===== config.mk =====
export PLATFORM = sky130hd
export DESIGN_NAME = adc_chan_avg
export DESIGN_NICKNAME = d
export VERILOG_FILES = /design/src/rtl/adc_pkg.sv /design/src/rtl/adc_chan_avg.sv
export SDC_FILE = /design/constraint.sdc
export NUM_CORES = 1
export LEC_CHECK = 0
export CAP_MARGIN = 20
export CORE_MARGIN = 2
export CORE_UTILIZATION = 55
export DETAILED_ROUTE_END_ITERATION = 10
export GPL_TIMING_DRIVEN = 0
export PLACE_DENSITY_LB_ADDON = 0.25
export REMOVE_ABC_BUFFERS = 1
export SYNTH_ARGS = -nofsm -noshare
export SYNTH_HDL_FRONTEND = slang
export SYNTH_SLANG_ARGS = --single-unit

===== constraint.sdc =====
create_clock -name clk -period 19.51 [get_ports clk]
set_input_delay 5.853 -clock clk [delete_from_list [all_inputs] [get_ports clk]]
set_output_delay 5.853 -clock clk [all_outputs]
set_load 0.02 [all_outputs]

===== src/rtl/adc_pkg.sv =====
// ============================================================================
// Package : adc_pkg
// Shared constants, FSM state type and the 17-bit magnitude helper for the
// 8-channel ADC window averager.
// Revision: 1.0 - initial release
// ============================================================================
`default_nettype none

package adc_pkg;

  localparam int NUM_CH   = 8;
  localparam int SAMPLE_W = 16;

  typedef enum logic [1:0] {
    ST_IDLE  = 2'd0,
    ST_ACCUM = 2'd1,
    ST_DONE  = 2'd2
  } state_t;

  // |v| of a signed 16-bit word, one bit wider so that -32768 maps to 32768
  function automatic logic [SAMPLE_W:0] mag17(input logic [SAMPLE_W-1:0] v);
    logic [SAMPLE_W:0] ext;
    ext = {v[SAMPLE_W-1], v};
    return ext[SAMPLE_W] ? (~ext + 1'b1) : ext;
  endfunction

endpackage

`default_nettype wire


===== src/rtl/adc_chan_avg.sv =====
// ============================================================================
// Module  : adc_chan_avg
// Eight-channel boxcar averager. Each accepted ADC frame is snapshotted and
// folded into per-channel accumulators one channel per cycle through a single
// shared adder. After 2^AVG_LOG2 frames the floored averages are published
// with a one-cycle avg_valid pulse.
// Optional build macro: ADC_AVG_ALARM_EN -- enables the per-channel
// |avg| > ALARM_TH alarm comparators; otherwise alarm is tied to zero.
// Revision: 1.0 - initial release
// ============================================================================
`default_nettype none

module adc_chan_avg
  import adc_pkg::*;
#(
  parameter int          AVG_LOG2 = 3,
  parameter logic [15:0] ALARM_TH = 16'd30000
) (
  input  logic                         clk,
  input  logic                         rst_n,
  input  logic                         sample_valid,
  input  logic [NUM_CH*SAMPLE_W-1:0]   ch_data,
  input  logic                         clr,
  input  logic                         ovr_clr,
  output logic [NUM_CH*SAMPLE_W-1:0]   avg_data,
  output logic                         avg_valid,
  output logic [NUM_CH-1:0]            alarm,
  output logic                         busy,
  output logic                         overrun
);

  // Accumulator holds 2^AVG_LOG2 sign-extended samples without overflow
  localparam int                ACC_W = SAMPLE_W + AVG_LOG2;
  localparam int                CNT_W = AVG_LOG2 + 1;
  localparam int                IDX_W = $clog2(NUM_CH);
  localparam logic [CNT_W-1:0]  WIN   = CNT_W'(2 ** AVG_LOG2);
  localparam logic [IDX_W-1:0]  LAST  = IDX_W'(NUM_CH - 1);

  state_t                      state;
  logic signed [SAMPLE_W-1:0]  snap [NUM_CH];
  logic signed [ACC_W-1:0]     acc  [NUM_CH];
  logic [IDX_W-1:0]            ch_idx;
  logic [CNT_W-1:0]            sample_cnt;

  logic signed [SAMPLE_W-1:0]  sel_snap;
  logic signed [ACC_W-1:0]     sel_acc;
  logic signed [ACC_W-1:0]     acc_sum;
  logic [SAMPLE_W-1:0]         avg_next [NUM_CH];

  // Single shared adder: the channel selected by ch_idx is folded in each cycle
  always_comb begin
    sel_snap = snap[ch_idx];
    sel_acc  = acc[ch_idx];
    acc_sum  = sel_acc + ACC_W'(sel_snap);
  end

  // Arithmetic shift right by AVG_LOG2 then truncation to 16 bits is exactly
  // this bit window of the accumulator; rounding is toward minus infinity
  always_comb begin
    for (int i = 0; i < NUM_CH; i++) begin
      avg_next[i] = acc[i][AVG_LOG2 +: SAMPLE_W];
    end
  end

  assign busy = (state != ST_IDLE);

  // Control FSM, datapath registers, averaged outputs and overrun flag
  always_ff @(posedge clk) begin
    if (!rst_n) begin
      state      <= ST_IDLE;
      ch_idx     <= '0;
      sample_cnt <= '0;
      avg_data   <= '0;
      avg_valid  <= 1'b0;
      overrun    <= 1'b0;
`ifdef ADC_AVG_ALARM_EN
      alarm      <= '0;
`endif
      for (int i = 0; i < NUM_CH; i++) begin
        snap[i] <= '0;
        acc[i]  <= '0;
      end
    end else begin
      avg_valid <= 1'b0;

      // A frame arriving while the datapath is busy is lost; set beats clear
      if (sample_valid && (state != ST_IDLE)) begin
        overrun <= 1'b1;
      end else if (ovr_clr) begin
        overrun <= 1'b0;
      end

      if (clr) begin
        // Window restart: outputs keep their last published values
        state      <= ST_IDLE;
        ch_idx     <= '0;
        sample_cnt <= '0;
        for (int i = 0; i < NUM_CH; i++) begin
          acc[i] <= '0;
        end
      end else begin
        case (state)
          ST_IDLE: begin
            if (sample_valid) begin
              for (int i = 0; i < NUM_CH; i++) begin
                snap[i] <= ch_data[i*SAMPLE_W +: SAMPLE_W];
              end
              ch_idx <= '0;
              state  <= ST_ACCUM;
            end
          end

          ST_ACCUM: begin
            acc[ch_idx] <= acc_sum;
            ch_idx      <= ch_idx + 1'b1;
            if (ch_idx == LAST) begin
              sample_cnt <= sample_cnt + 1'b1;
              state      <= ((sample_cnt + 1'b1) == WIN) ? ST_DONE : ST_IDLE;
            end
          end

          ST_DONE: begin
            for (int i = 0; i < NUM_CH; i++) begin
              avg_data[i*SAMPLE_W +: SAMPLE_W] <= avg_next[i];
`ifdef ADC_AVG_ALARM_EN
              alarm[i] <= (mag17(avg_next[i]) > {1'b0, ALARM_TH});
`endif
              acc[i] <= '0;
            end
            avg_valid  <= 1'b1;
            sample_cnt <= '0;
            state      <= ST_IDLE;
          end

          default: begin
            state <= ST_IDLE;
          end
        endcase
      end
    end
  end

`ifndef ADC_AVG_ALARM_EN
  // Alarm feature not built: port kept for a stable interface
  assign alarm = '0;
`endif

endmodule

`default_nettype wire


==> insert_results.sql, run 1 <==
INSERT INTO impl_metrics (metric_group, metric, value, unit) VALUES
('status', 'result_of_the_run', 'complete, no violations', ''),
('final_layout', 'num-fill-cells', '2401', ''),
('sta', 'worst_slew_pin_slew', '1.11', 'ns'),
('yosys', 'synth.cell_area', '18500', 'um^2'),
('yosys', 'yosysTopAreaCellShare', '45.4', '%'),
('global_route', 'grt_max_degree', '94', ''),
('global_route', 'via_count_of_the_first_global_routing_pass', '12841', ''),
('die', 'die_area', '35200', 'um^2'),
('pwr', 'power_frac_comb', '7.7', '%'),
('global_route', 'grt_antenna_before_repair', '0', ''),
('detailed_routing', 'drtIter0Drc', '947', ''),
('pwr', 'power.sequential.fraction', '51.8', '%'),
('yosys', 'post_synth_num_cell_types', '58', ''),
('sta', 'skew', '0.0201', 'ns'),
('clock_tree', 'worstSkewPairLatency', '0.54', 'ns'),
('final_layout', 'layout.nets', '1908', ''),
('sta', 'drv_slew', '0', ''),
('yosys', 'synth_compound_area_share', '7.69', '%'),
('yosys', 'sequential_element_share_of_the_synthesized_area', '60.7', '%'),
('sta', 'finalCritPeriodShare', '47.5', '%'),
('final_layout', 'insertedDiodeCount', '0', ''),
('detailed_routing', 'remaining_drc_errors', '0', ''),
('final_layout', 'sequential_cell_area', '11300', 'um^2'),
('yosys', 'synthDominantAreaCellType', 'edfxtp_1', ''),
('yosys', 'synth-edff-count', '280', ''),
('sta', 'timing.final.hold_violations', '0', ''),
('die', 'initial_core_util', '55.5', '%'),
('final_layout', 'final_util', '69.5', '%'),
('die', 'fp.dieW', '188', 'um'),
('worst_setup_path', 'worstPathArrival', '9.42', 'ns'),
('yosys', 'synth.area.top_cells', 'edfxtp_1 (45%), dfxtp_1 (15%), mux4_2 (8.5%)', ''),
('placed_design', 'gp_congestion', '0.854', ''),
('detailed_routing', 'via_count', '12519', ''),
('clock_tree', 'cts_sinks', '422', ''),
('global_route', 'first_pass_grt_wire_length', '68.5', 'mm'),
('clock_tree', 'post_cts_setup_buffers', '0', ''),
('pwr', 'post-layout-total-power', '1.93', 'mW'),
('yosys', 'yosysWarningCount', '0', ''),
('clock_tree', 'post_cts_resize_count', '0', ''),
('yosys', 'async_flop_share', '0', '%'),
('detailed_routing', 'wl', '43.2', 'mm'),
('yosys', 'synth-seq-cells', '422', ''),
('sta', 'timing.final.crit_period', '9.27', 'ns'),
('yosys', 'most_instantiated_library_cell_after_synthesis', 'nand2_1', ''),
('clock_tree', 'tritoncts', 'built', ''),
('yosys', 'synth_fa_ha_area_share', '1.59', '%'),
('yosys', 'synthMuxAreaShare', '10.6', '%'),
('yosys', 'synth.cells.most_frequent', 'nand2_1 (296), edfxtp_1 (280), nor2_1 (167)', ''),
('clock_tree', 'clock-root-buffer', 'clkbuf_16', ''),
('clock_tree', 'cts_hold_repair.buffers', '0', ''),
('global_route', 'grt_util_all_layers', '24.8', '%'),
('pwr', 'maximum_vdd_drop', '55.8', 'uV'),
('detailed_routing', 'detail_route.wl_per_cell', '19.3', 'um'),
('yosys', 'synth_simple_gate_area_share', '15.4', '%'),
('clock_tree', 'cts_htree_levels', '2', ''),
('clock_tree', 'max-clock-path-buffers', '3', ''),
('worst_setup_path', 'worst_setup_path_start_kind', 'input port', ''),
('sta', 'grt_setup_unrepaired', 'no', ''),
('pwr', 'cellLeakagePower', '8.17', 'nW'),
('placed_design', 'port_buf_inserts', '263', ''),
('sta', 'worst_hold_slack', '0.461', 'ns'),
('worst_setup_path', 'crit_required', '19.66', 'ns'),
('pwr', 'clkPwrFrac', '40.5', '%'),
('die', 'placementRows', '67', ''),
('yosys', 'post_synth_inst_count', '1526', ''),
('detailed_routing', 'detailedRoute.firstPassIterationCount', '7', ''),
('pwr', 'power_density', '83.2', 'nW/um^2'),
('worst_setup_path', 'critical_path.max_fanout', '71', ''),
('detailed_routing', 'final_antenna_net_count', '0', ''),
('worst_setup_path', 'endpoint_kind', 'flip-flop', ''),
('sta', 'timing.final.setup_violations', '0', '');
==> registers in the layout, indices dropped and copies added (netlist names), named ones only <==
signal	cells
acc	152
avg_valid	1
state	2
overrun	1
snap	128
sample_cnt	4
ch_idx	3
avg_data	128
==> worst max-delay path, stage by stage <==
cell,delay [ns]
buf_4,0.50
nand2b_1,0.54
nor3_1,0.58
nand2_1,0.75
nand2_1,1.12
==> final timing paths <==
path,end,depth (start not counted),start,slack [ns]
hold reg to reg,avg_data[15],2,avg_data[15],0.46
setup reg to reg,acc[0][17],9,flip-flop,14.98
setup / recovery,acc[0][13],5,rst_n,10.24
hold / removal,avg_data[15],2,avg_data[15],0.46
==> layer usage <==
layer	part of all wire (%)	global-route usage [%]	vias up
li1	-	-	5795
met1	40	32.8	6079
met2	49	42.3	552
met3	8.3	4.25	93
met4	2.5	7.39	0
met5	0	0	-
==> power groups by stage <==
stage | Combinational, mW | Sequential, mW | Clock [mW]
finish | 0.149 | 0.999 | 0.781
global route | 0.160 | 1.00 | 0.823
CTS | 0.147 | 0.999 | 0.794
detailed placement | 0.146 | 1.02 | 0
global placement | 0.139 | 1.03 | 0
floorplan | 0.0811 | 1.02 | 0
==> kinds of logic after synthesis <==
group	count (synthesis)
simple gates	641
flops	422
compound gates	193
buf+inv	117
mux	105
xor+xnor	24
fa+ha+maj	23
other cells	1
==> metrics by stage <==
stage	setup slack, ns	area [um^2]	instances
6_report	10.24	23200	2233
5_1_grt	9.98	23200	2233
4_1_cts	10.11	23100	2230
3_5_place_dp	9.63	21800	2152
3_3_place_gp	-7.42	21300	2131
2_1_floorplan	3.86	18100	1420
==> final cells by class <==
type | instances | area share [%]
Clock buffer | 63 | 5.19
Clock inverter | 15 | 0.502
Inverter | 4 | 0.0648
Multi-Input combinational cell | 994 | 29.5
Sequential cell | 422 | 48.6
Tap cell | 448 | 2.42
Timing Repair Buffer | 287 | 13.7
==> layout by cell type, fill, tap and decap left out, types with 3 or more instances in the layout <==
cell type,instances
a21boi_0,129
a21o_1,7
a21oi_1,20
a22oi_1,5
a31oi_1,4
and2_1,128
buf_12,8
buf_16,13
clkbuf_1,17
clkbuf_16,45
clkdlybuf4s50_1,262
clkinv_1,7
clkinv_2,6
conb_1,8
dfxtp_1,139
edfxtp_1,280
ha_1,22
inv_1,4
mux2_2,34
mux4_2,70
nand2_1,296
nand2b_1,5
nand3_1,11
nand4_1,4
nor2_1,165
nor2b_1,3
nor3_1,12
nor3b_1,3
o21a_1,3
o21ai_0,7
xnor2_1,12
xor2_1,9
No activity file was read; power rests on OpenSTA's default activity.
==> run 2: changes to the inputs <==
- clock period: 19.51 -> 8.9 ns (I/O delays scaled with it)
==> results of run 2 <==
The final DEF is identical to that of run 1. Status: complete, no violations.
Among the figures that moved: setup slack after placement 9.63 ns -> 2.20 ns; setup slack after layout 10.24 ns -> 2.81 ns; register-to-register setup slack 14.98 ns -> 4.37 ns; total power 1.93 mW -> 4.23 mW; worst IR drop on VDD 55.8 uV -> 122 uV
